### src/rtl/sram_rw_arbiter_if.sv
// ---------------------------------------------------------------------------
// sram_rw_arbiter_if
//
// Requester-side bus of the SRAM read/write-port arbiter. Every per-requester
// field is flattened, with requester i in slice i.
//
//   req_valid  [NUM_REQ]             request present
//   req_ready  [NUM_REQ]             request accepted this cycle (one-hot/zero)
//   req_we     [NUM_REQ]             1 = write, 0 = read
//   req_wmask  [NUM_REQ*NUM_WMASKS]  byte enables (writes only)
//   req_addr   [NUM_REQ*ADDR_WIDTH]  word address
//   req_wdata  [NUM_REQ*DATA_WIDTH]  write data
//   rsp_valid  [NUM_REQ]             one-cycle response pulse (one-hot/zero)
//   rsp_we                           response is a write ack (1) / read data (0)
//   rsp_rdata  [DATA_WIDTH]          read data, shared by all requesters
//
// master: the requester side.  slave: the arbiter.
// ---------------------------------------------------------------------------
interface sram_rw_arbiter_if #(
  parameter int NUM_REQ    = 2,
  parameter int ADDR_WIDTH = 9,
  parameter int DATA_WIDTH = 32,
  parameter int NUM_WMASKS = 4
);

  logic [NUM_REQ-1:0]            req_valid;
  logic [NUM_REQ-1:0]            req_ready;
  logic [NUM_REQ-1:0]            req_we;
  logic [NUM_REQ*NUM_WMASKS-1:0] req_wmask;
  logic [NUM_REQ*ADDR_WIDTH-1:0] req_addr;
  logic [NUM_REQ*DATA_WIDTH-1:0] req_wdata;
  logic [NUM_REQ-1:0]            rsp_valid;
  logic                          rsp_we;
  logic [DATA_WIDTH-1:0]         rsp_rdata;

  modport master (
    output req_valid, req_we, req_wmask, req_addr, req_wdata,
    input  req_ready, rsp_valid, rsp_we, rsp_rdata
  );

  modport slave (
    input  req_valid, req_we, req_wmask, req_addr, req_wdata,
    output req_ready, rsp_valid, rsp_we, rsp_rdata
  );

endinterface

### src/rtl/sram_rw_arbiter.sv
// ---------------------------------------------------------------------------
// sram_rw_arbiter
//
// Round-robin arbiter and sequencer sharing the read/write port (port 0) of a
// 32x512 OpenRAM macro between NUM_REQ requesters. One request is accepted
// per cycle, the macro command is registered onto the sram_* pins, and the
// read data / write acknowledgement returns to the originating requester two
// cycles after the accept edge.
//
// Ports:
//   wb_clk_i     single clock (also the macro clk0 at top level)
//   wb_rst_i     synchronous, active-high reset
//   bus          requester bus (sram_rw_arbiter_if.slave)
//   sram_csb0    macro chip select, active low
//   sram_web0    macro write enable, active low
//   sram_wmask0  macro byte mask (driven 0 on reads)
//   sram_addr0   macro word address
//   sram_din0    macro write data
//   sram_dout0   macro read data
//
// Pipeline (T0 = accept edge):
//   T0  command registered onto the sram_* pins, tag/we kept alongside
//   T1  macro captures the pins; stage C records that it holds a command
//   --  macro drives dout0 after the falling edge following T1
//   T2  stage R registers dout0 (reads) and raises rsp_valid for one cycle
// ---------------------------------------------------------------------------
module sram_rw_arbiter #(
  parameter int NUM_REQ    = 2,
  parameter int ADDR_WIDTH = 9,
  parameter int DATA_WIDTH = 32,
  parameter int NUM_WMASKS = 4
) (
  input  logic                  wb_clk_i,
  input  logic                  wb_rst_i,
  sram_rw_arbiter_if.slave      bus,
  output logic                  sram_csb0,
  output logic                  sram_web0,
  output logic [NUM_WMASKS-1:0] sram_wmask0,
  output logic [ADDR_WIDTH-1:0] sram_addr0,
  output logic [DATA_WIDTH-1:0] sram_din0,
  input  logic [DATA_WIDTH-1:0] sram_dout0
);

  localparam int PTR_W = (NUM_REQ > 1) ? $clog2(NUM_REQ) : 1;

  // Arbitration
  logic [PTR_W-1:0]      ptr_q, ptr_d;
  logic                  found;
  logic                  xfer;
  logic [PTR_W-1:0]      grant_idx;
  logic [NUM_REQ-1:0]    grant_vec;
  logic                  sel_we;
  logic [NUM_WMASKS-1:0] sel_wmask;
  logic [ADDR_WIDTH-1:0] sel_addr;
  logic [DATA_WIDTH-1:0] sel_wdata;

  // Command stage (the macro pins plus the matching tag)
  logic                  sram_csb0_q, sram_csb0_d;
  logic                  sram_web0_q, sram_web0_d;
  logic [NUM_WMASKS-1:0] sram_wmask0_q, sram_wmask0_d;
  logic [ADDR_WIDTH-1:0] sram_addr0_q, sram_addr0_d;
  logic [DATA_WIDTH-1:0] sram_din0_q, sram_din0_d;
  logic [PTR_W-1:0]      cmd_tag_q, cmd_tag_d;
  logic                  cmd_we_q, cmd_we_d;

  // Stage C: the macro holds a captured command
  logic                  v_c_q, v_c_d;
  logic [PTR_W-1:0]      tag_c_q, tag_c_d;
  logic                  we_c_q, we_c_d;

  // Stage R: response registers
  logic                  v_r_q, v_r_d;
  logic [PTR_W-1:0]      tag_r_q, tag_r_d;
  logic                  we_r_q, we_r_d;
  logic [DATA_WIDTH-1:0] rsp_rdata_q, rsp_rdata_d;

  logic [NUM_REQ-1:0]    rsp_valid_vec;

  // Two passes implement the wrap-around search: first the indices at or
  // above ptr, then (only if none was found) the indices below it.
  always_comb begin
    // NOTE: every variable gets a default before any branch; a path that
    // leaves one unassigned would infer a latch.
    found     = 1'b0;
    grant_idx = '0;
    for (int i = 0; i < NUM_REQ; i++) begin
      if (!found && bus.req_valid[i] && (PTR_W'(i) >= ptr_q)) begin
        found     = 1'b1;
        grant_idx = PTR_W'(i);
      end
    end
    for (int i = 0; i < NUM_REQ; i++) begin
      if (!found && bus.req_valid[i]) begin
        found     = 1'b1;
        grant_idx = PTR_W'(i);
      end
    end

    // Nothing is accepted while reset is held.
    xfer = found && !wb_rst_i;

    grant_vec = '0;
    sel_we    = 1'b0;
    sel_wmask = '0;
    sel_addr  = '0;
    sel_wdata = '0;
    for (int i = 0; i < NUM_REQ; i++) begin
      grant_vec[i] = xfer && (grant_idx == PTR_W'(i));
      if (grant_idx == PTR_W'(i)) begin
        sel_we    = bus.req_we[i];
        sel_wmask = bus.req_wmask[i*NUM_WMASKS +: NUM_WMASKS];
        sel_addr  = bus.req_addr[i*ADDR_WIDTH +: ADDR_WIDTH];
        sel_wdata = bus.req_wdata[i*DATA_WIDTH +: DATA_WIDTH];
      end
    end
  end

  always_comb begin
    ptr_d         = ptr_q;
    sram_csb0_d   = 1'b1;
    sram_web0_d   = 1'b1;
    sram_wmask0_d = sram_wmask0_q;
    sram_addr0_d  = sram_addr0_q;
    sram_din0_d   = sram_din0_q;
    cmd_tag_d     = cmd_tag_q;
    cmd_we_d      = cmd_we_q;

    if (xfer) begin
      ptr_d         = (grant_idx == PTR_W'(NUM_REQ - 1)) ? '0 : grant_idx + 1'b1;
      sram_csb0_d   = 1'b0;
      sram_web0_d   = ~sel_we;
      // The macro ignores wmask on reads; zero keeps the pins from toggling.
      sram_wmask0_d = sel_we ? sel_wmask : '0;
      sram_addr0_d  = sel_addr;
      sram_din0_d   = sel_wdata;
      cmd_tag_d     = grant_idx;
      cmd_we_d      = sel_we;
    end

    // An active chip select on the pins is exactly the command the macro
    // captures on the next edge.
    v_c_d   = ~sram_csb0_q;
    tag_c_d = cmd_tag_q;
    we_c_d  = cmd_we_q;

    v_r_d   = v_c_q;
    tag_r_d = tag_c_q;
    we_r_d  = we_c_q;
    // dout0 settles after the falling edge following capture, so it is
    // sampled one edge after stage C; it holds across write acks.
    rsp_rdata_d = (v_c_q && !we_c_q) ? sram_dout0 : rsp_rdata_q;
  end

  always_ff @(posedge wb_clk_i) begin
    // NOTE: sequential state uses non-blocking assignments so every flop
    // samples its pre-edge inputs regardless of statement order.
    if (wb_rst_i) begin
      ptr_q         <= '0;
      sram_csb0_q   <= 1'b1;
      sram_web0_q   <= 1'b1;
      sram_wmask0_q <= '0;
      sram_addr0_q  <= '0;
      sram_din0_q   <= '0;
      cmd_tag_q     <= '0;
      cmd_we_q      <= 1'b0;
      v_c_q         <= 1'b0;
      tag_c_q       <= '0;
      we_c_q        <= 1'b0;
      v_r_q         <= 1'b0;
      tag_r_q       <= '0;
      we_r_q        <= 1'b0;
      rsp_rdata_q   <= '0;
    end else begin
      ptr_q         <= ptr_d;
      sram_csb0_q   <= sram_csb0_d;
      sram_web0_q   <= sram_web0_d;
      sram_wmask0_q <= sram_wmask0_d;
      sram_addr0_q  <= sram_addr0_d;
      sram_din0_q   <= sram_din0_d;
      cmd_tag_q     <= cmd_tag_d;
      cmd_we_q      <= cmd_we_d;
      v_c_q         <= v_c_d;
      tag_c_q       <= tag_c_d;
      we_c_q        <= we_c_d;
      v_r_q         <= v_r_d;
      tag_r_q       <= tag_r_d;
      we_r_q        <= we_r_d;
      rsp_rdata_q   <= rsp_rdata_d;
    end
  end

  always_comb begin
    rsp_valid_vec = '0;
    for (int i = 0; i < NUM_REQ; i++) begin
      rsp_valid_vec[i] = v_r_q && (tag_r_q == PTR_W'(i));
    end
  end

  assign bus.req_ready = grant_vec;
  assign bus.rsp_valid = rsp_valid_vec;
  assign bus.rsp_we    = we_r_q;
  assign bus.rsp_rdata = rsp_rdata_q;

  assign sram_csb0   = sram_csb0_q;
  assign sram_web0   = sram_web0_q;
  assign sram_wmask0 = sram_wmask0_q;
  assign sram_addr0  = sram_addr0_q;
  assign sram_din0   = sram_din0_q;

endmodule

### src/flat_wrapper.sv
// flat-port wrapper written by rule: the top's interface ports become plain ports
module sram_rw_arbiter_flat 
#(
  parameter int NUM_REQ    = 2,
  parameter int ADDR_WIDTH = 9,
  parameter int DATA_WIDTH = 32,
  parameter int NUM_WMASKS = 4
)
  (wb_clk_i, wb_rst_i, sram_csb0, sram_web0, sram_wmask0, sram_addr0, sram_din0, sram_dout0, bus_req_valid, bus_req_we, bus_req_wmask, bus_req_addr, bus_req_wdata, bus_req_ready, bus_rsp_valid, bus_rsp_we, bus_rsp_rdata);
  sram_rw_arbiter_if #(.NUM_REQ(NUM_REQ), .ADDR_WIDTH(ADDR_WIDTH), .DATA_WIDTH(DATA_WIDTH), .NUM_WMASKS(NUM_WMASKS)) bus_i ();
  input  logic wb_clk_i;
  input  logic wb_rst_i;
  output logic sram_csb0;
  output logic sram_web0;
  output logic [NUM_WMASKS-1:0] sram_wmask0;
  output logic [ADDR_WIDTH-1:0] sram_addr0;
  output logic [DATA_WIDTH-1:0] sram_din0;
  input  logic [DATA_WIDTH-1:0] sram_dout0;
  input wire logic [$bits(bus_i.req_valid)-1:0] bus_req_valid;
  input wire logic [$bits(bus_i.req_we)-1:0] bus_req_we;
  input wire logic [$bits(bus_i.req_wmask)-1:0] bus_req_wmask;
  input wire logic [$bits(bus_i.req_addr)-1:0] bus_req_addr;
  input wire logic [$bits(bus_i.req_wdata)-1:0] bus_req_wdata;
  output wire logic [$bits(bus_i.req_ready)-1:0] bus_req_ready;
  output wire logic [$bits(bus_i.rsp_valid)-1:0] bus_rsp_valid;
  output wire logic [$bits(bus_i.rsp_we)-1:0] bus_rsp_we;
  output wire logic [$bits(bus_i.rsp_rdata)-1:0] bus_rsp_rdata;
  assign bus_i.req_valid = bus_req_valid;
  assign bus_i.req_we = bus_req_we;
  assign bus_i.req_wmask = bus_req_wmask;
  assign bus_i.req_addr = bus_req_addr;
  assign bus_i.req_wdata = bus_req_wdata;
  assign bus_req_ready = bus_i.req_ready;
  assign bus_rsp_valid = bus_i.rsp_valid;
  assign bus_rsp_we = bus_i.rsp_we;
  assign bus_rsp_rdata = bus_i.rsp_rdata;
  sram_rw_arbiter #(.NUM_REQ(NUM_REQ), .ADDR_WIDTH(ADDR_WIDTH), .DATA_WIDTH(DATA_WIDTH), .NUM_WMASKS(NUM_WMASKS)) u_core (.wb_clk_i(wb_clk_i), .wb_rst_i(wb_rst_i), .bus(bus_i), .sram_csb0(sram_csb0), .sram_web0(sram_web0), .sram_wmask0(sram_wmask0), .sram_addr0(sram_addr0), .sram_din0(sram_din0), .sram_dout0(sram_dout0));
endmodule
### config.mk
export PLATFORM = sky130hd
export DESIGN_NAME = sram_rw_arbiter_flat
export DESIGN_NICKNAME = d
export VERILOG_FILES = /design/src/rtl/sram_rw_arbiter_if.sv /design/src/rtl/sram_rw_arbiter.sv /design/src/flat_wrapper.sv
export SDC_FILE = /design/constraint.sdc
export NUM_CORES = 1
export LEC_CHECK = 0
export CAP_MARGIN = 20
export CORE_MARGIN = 3
export CORE_UTILIZATION = 30
export CTS_BUF_LIST = sky130_fd_sc_hd__clkbuf_8
export DETAILED_ROUTE_END_ITERATION = 8
export PLACE_DENSITY = 0.68
export SETUP_SLACK_MARGIN = 0.4
export SLEW_MARGIN = 30
export SYNTH_ARGS = -nofsm -noshare
export SYNTH_HDL_FRONTEND = slang
export SYNTH_SLANG_ARGS = --single-unit
export TNS_END_PERCENT = 30
### constraint.sdc
create_clock -name wb_clk_i -period 1.2 [get_ports wb_clk_i]
set_input_delay 0.24 -clock wb_clk_i [delete_from_list [all_inputs] [get_ports wb_clk_i]]
set_output_delay 0.24 -clock wb_clk_i [all_outputs]
set_load 0.05 [all_outputs]
==> impl_metrics.ini, run 1 <==
[run_status]
status = complete, but fails checks
violations = setup timing

[critical_path]
cp-start-kind = flop
worstPathRequired_ns = 0.96
r2r_setup_slack_ns = -0.29
end_kind = output pin
crit_fanout = 2
timing_worst_setup_path_type = reg -> out
crit_arrival_ns = 1.28

[synth]
synth_nets = 516
ys_ff_latch = 88
ys_seq_area_frac = 0.5199
synth_top_area_cell = dfxtp_1
synth_edf_count = 0
ys_warn_count = 0
async_reset_ff_frac = 0
ys_top_cells_by_area = dfxtp_1, nand2_1, a32oi_1, a21oi_1, buf_6
synth_most_common_cell = nand2_1
synthTopCellsByCount = nand2_1, dfxtp_1, a21oi_1
avgSynthCellArea_sq_um = 8.733
synth_top_area_frac = 0.5199
ys.flop_type = dfxtp_1
syn_inst = 388
synth_cell_types = 20
synth_area_sq_mm = 0.003388

[sta]
fin_crit_ns = 1.524
max_freq_mhz = 656.4
finalSetupViolCount = 51
rsz0062_at_grt = true
slew_headroom = 0.7677
timing.final.crit_share = 1.270
worst_slack_ns = -0.3235
finalHoldViolations = 0
drv_slew = 0
worst-slew-pin-transition_ns = 0.3449
fin_skew_ns = 0.004045

[die]
dieHeight_microns = 112.3
initial_core_util = 0.3098
io_pins = 212
rows = 38
core_sq_mm = 0.01094
die-area_sq_mm = 0.01261
die_w_microns = 112.3

[clock_network]
cts_tree = yes
clkTransAtPathRegs_ns = 0.08
root_buffer = clkbuf_8
clkSinkCount = 88
hold_buffers = 0
htreeDepth = 3
clk_path_buf_depth = 2
clock_latency_ns = 0.34
cts_buffers = 9

[detailed_routing]
drtAntennaViolNets = 0
vias = 3773
via_per_inst = 5.011
drcViolationCount = 0
firstDrtPassIters = 4
drt-total-wl_microns = 13150
drt-initial-drc-count = 186
wire_per_inst_microns = 17.46

[power_and_ir_drop]
power_leakage_nw = 2.804
max-vdd-ir-drop_v = 0.0005742
total_power_mw = 7.678
powerDensity_mw_per_mm2 = 1041

[final_layout]
num_antenna_cells = 0
fin_util = 0.6743
finalNetCount = 736
layout-drive-gt1-share = 0.3883
fillerInstances = 819
seq_area_sq_mm = 0.001818
multiInputGateArea_sq_mm = 0.001654
syn_to_final_growth_pct = 117.6

[place]
hpwl_microns = 8840
port_buffers = 211
dp_slack_ns = -0.5866
routabilityCongestion = 0.8214

[global_route]
grt_pass1_wl_microns = 20070
grt_pass1_vias = 3839
antenna_found_initial = 0
grt_max_degree = 52
grt-ovfl-total = 0
grtUsageTotal = 0.1983

[hold_path]
worstHoldPathType = in -> reg

[flow_run]
maxCapViolCount = 0
==> critical path, stage by stage (launching register included) <==
cell	delay [ns]
dfxtp_2	0.34
buf_12	0.12
a21boi_4	0.15
nor2b_4	0.18
buf_12	0.14
==> power breakdown <==
part | switching, mW | internal, mW | leakage (nW)
registers | 0.184 | 3.10 | 0.742
logic | 1.19 | 1.41 | 1.96
clock network | 1.01 | 0.782 | 0.0982
==> layout make-up <==
cell class              count  share of cell area
multi-input cells         262              0.2243
repair buffers            246              0.4824
well taps                 140             0.02376
clock inverters             6            0.003733
flip-flops and latches     88              0.2466
inverters                   1           0.0005091
clock buffers              10             0.01867
==> path summary, 6_finish.rpt <==
| check | end | cells after the start | from |
|---|---|---|---|
| max | bus_req_ready[0] | 4 | u_core.ptr_q |
| min | u_core.v_c_q | 2 | wb_rst_i |
| max reg2reg | u_core.sram_addr0[2] | 8 | u_core.ptr_q |
| min reg2reg | u_core.v_c_q | 1 | u_core.sram_csb0 |
==> metrics by stage <==
step / hold slack [ns] / TNS, ns / cells / area, sq um
6_report: 0.2559 / -10.60 / 753 / 7373
3_5_place_dp: 0.4392 / -27.31 / 720 / 6560
2_1_floorplan: 0.3760 / -0.2736 / 388 / 3448
3_3_place_gp: 0.4372 / -24.16 / 720 / 6560
4_1_cts: 0.2372 / -8.996 / 749 / 7201
5_1_grt: 0.2500 / -13.87 / 753 / 7373
==> cell usage in the layout, fill, tap and decap left out, drive strengths merged <==
cell           synthesis  layout
a21boi                 1       1
a21oi                 73      73
a221oi                 4       4
a32oi                 46      46
and2                   2       2
buf                   21     118
bufbuf                 0       2
clkbuf                16      11
clkdlybuf4s50          0     124
clkinv                 0       4
dfxtp                 88      88
dlygate4sd2            0       1
inv                    1       3
nand2                112     112
nand2b                 2       2
nor2                   4       4
nor2b                  9       9
o21ai                  6       6
o2bb2ai                1       1
or2                    2       2
==> state kept, by name (all words and copies together), names as in the netlist <==
signal and count:
u_core.cmd_tag_q 1, u_core.sram_addr0 9, u_core.v_r_q 1, u_core.tag_r_q 1, u_core.tag_c_q 1, u_core.cmd_we_q 1
u_core.bus.rsp_rdata 32, u_core.v_c_q 1, u_core.we_c_q 1, u_core.sram_web0 1, u_core.sram_din0 32, u_core.sram_csb0 1
u_core.ptr_q 1, u_core.sram_wmask0 4, u_core.bus.rsp_we 1
==> logic make-up (layout without fill, tap and decap cells) <==
logic type	Yosys count	in the layout	share of synthesized area
buffers and inverters	38	263	0.06757
AOI/OAI and AO/OA	131	131	0.2541
and+or+nand+nor	131	131	0.1584
DFF	88	88	0.5199
==> what timing repair did <==
item,4_1_cts,5_1_grt
cloned,7,1
endpoints found under the setup margin,166,166
pin swaps,37,16
resized for setup,96,25
endpoints found under the hold margin,0,0
setup buffers,6,3
==> layer usage <==
metal / share of wire / wire (microns) / GRT usage / vias up
met5: 0 / 0 / 0 / -
met4: 0.022 / 283 / 0.07452 / 0
li1: - / - / - / 1816
met2: 0.52 / 6790 / 0.3556 / 157
met1: 0.38 / 5027 / 0.2238 / 1779
met3: 0.079 / 1045 / 0.05445 / 21
(Power assumes the default switching activity.)
==> inputs of run 2 (changes only) <==
- PLACE_DENSITY: 0.68 -> default
- PLACE_DENSITY_LB_ADDON: default -> 0.3
==> impl_metrics.ini, run 2 (synthesized netlist as in run 1, its figures left out) <==
[clock_network]
cts_buffers = 9
htreeDepth = 3
clkSinkCount = 88
clock_latency_ns = 0.34
root_buffer = clkbuf_8
clkTransAtPathRegs_ns = 0.09
clk_path_buf_depth = 2
cts_tree = yes
hold_buffers = 0

[detailed_routing]
vias = 3855
drt-total-wl_microns = 14120
wire_per_inst_microns = 18.52
drt-initial-drc-count = 214
drtAntennaViolNets = 0
firstDrtPassIters = 4
via_per_inst = 5.059
drcViolationCount = 0

[final_layout]
syn_to_final_growth_pct = 129.3
mostFrequentLayoutCell = clkdlybuf4s50_1
finalNetCount = 744
stdcell_count = 762
fillerInstances = 760
final_cell_mix = clkdlybuf4s50_1, buf_12, nand2_1
final_area_sq_mm = 0.007770
layout-drive-gt1-share = 0.4509
fin_util = 0.7105

[critical_path]
cp-start-kind = flop
crit_arrival_ns = 1.31
worstPathRequired_ns = 0.96
timing_worst_setup_path_type = reg -> out
end_kind = output pin
crit_fanout = 3

[sta]
drv_slew = 0
rsz0062_at_grt = true
worst_slack_ns = -0.3547
slew_headroom = 0.7457
worst-slew-pin-transition_ns = 0.3815
tns_ns = -9.106
finalHoldViolations = 0
max_freq_mhz = 643.2
timing.final.crit_share = 1.296
fin_crit_ns = 1.555
fin_skew_ns = 0.009710
finalSetupViolCount = 51

[power_and_ir_drop]
p_seq_frac = 0.396
max-vdd-ir-drop_v = 0.0008315
power_leakage_nw = 2.938
p_clk_frac = 0.273
p_switching_mw = 2.548
powerDensity_mw_per_mm2 = 1070
p_sw_frac = 0.3063
combPwrFrac = 0.331
p_int_mw = 5.770

[global_route]
grt_pass1_wl_microns = 20730
grt_pass1_vias = 3950
grt_max_degree = 53
antenna_found_initial = 1
grtUsageTotal = 0.2029
grt-ovfl-total = 0

[place]
hpwl_microns = 8948
dp_slack_ns = -0.4493
routabilityCongestion = 0.8352
port_buffers = 211
dp.cells = 726
dpl_cell_area_sq_mm = 0.006605

[run_status]
status = complete, but fails checks
violations = setup timing

[die]
die_w_microns = 112.3
initial_core_util = 0.3098
rows = 38
die-area_sq_mm = 0.01261
core_sq_mm = 0.01094
dieHeight_microns = 112.3
io_pins = 212

[flow_run]
maxCapViolCount = 0

[hold_path]
worstHoldPathType = in -> reg
## run 2: cell count changes in the layout (fill, tap and decap cells not counted), moves of 3 or more
cell,previous run,this run
a32oi_1,43,17
a32oi_2,3,28
dfxtp_4,2,14
dfxtp_1,47,36
a21oi_1,57,67
a21oi_2,16,6
nand2_2,22,27
buf_6,2,6
buf_16,5,8
nand2_1,83,80
## run 2: worst paths after layout
| kind | start | endpoint | slack, ns | depth (start not counted) |
|---|---|---|---|---|
| worst max register to register | u_core.ptr_q | u_core.sram_din0[10] | -0.29 | 7 |
| worst min-delay path | wb_rst_i | u_core.v_c_q | 0.29 | 2 |
| worst max-delay path | u_core.ptr_q | bus_req_ready[0] | -0.35 | 4 |
| worst min register to register | u_core.sram_csb0 | u_core.v_c_q | 0.44 | 1 |
## run 2: power groups by stage
stage / clock network [mW] / logic [mW] / registers [mW]
2_1_floorplan: 0 / 0.499 / 3.80
3_3_place_gp: 0 / 2.28 / 3.34
3_5_place_dp: 0 / 2.30 / 3.35
4_1_cts: 2.33 / 2.58 / 3.29
5_1_grt: 2.49 / 2.86 / 3.32
6_report: 2.27 / 2.75 / 3.30
## run 2: layer usage
| layer | routed length (microns) | vias up | GRT usage | share of wire |
|---|---|---|---|---|
| met1 | 5257 | 1818 | 0.2388 | 0.37 |
| met2 | 7288 | 190 | 0.3548 | 0.52 |
| met5 | 0 | - | 0 | 0 |
| met4 | 246 | 0 | 0.04567 | 0.017 |
| li1 | - | 1831 | - | - |
| met3 | 1324 | 16 | 0.07278 | 0.094 |
## run 2: worst max-delay path: stages, from the launching register on
cell and delay [ns]:
dfxtp_4 0.37, buf_12 0.12, a21boi_4 0.14, nor2b_4 0.19
buf_12 0.15
## run 2: layout make-up
type / count / area (sq um) / area share
clock inverters: 7 / 95.09 / 0.01224
repair buffers: 254 / 3681 / 0.4738
inverters: 1 / 3.754 / 0.0004831
flip-flops and latches: 88 / 1862 / 0.2396
well taps: 140 / 175.2 / 0.02254
clock buffers: 9 / 123.9 / 0.01594
multi-input cells: 262 / 1827 / 0.2351
diodes: 1 / 2.502 / 0.0003221
## run 2: through the flow
| stage | power [mW] | hold WS, ns |
|---|---|---|
| final | 8.317 | 0.2886 |
| after CTS | 8.207 | 0.2596 |
| after global placement | 5.615 | 0.4389 |
| after floorplan | 4.299 | 0.3760 |
| after detailed placement | 5.649 | 0.4309 |
| after global routing | 8.666 | 0.2880 |
## run 2: timing repair
action	in CTS	in global routing
resized for setup	105	71
buffers inserted	6	3
setup endpoints to repair	166	165
hold endpoints to repair	0	0
pin swaps	74	43
cloned	8	2
==> inputs of run 3 (changes only) <==
- CTS_CLUSTER_DIAMETER: default -> 60
- SLEW_MARGIN: 30 -> 5
==> results of run 3 <==
The final DEF is identical to that of run 2; final timing and power are the same.
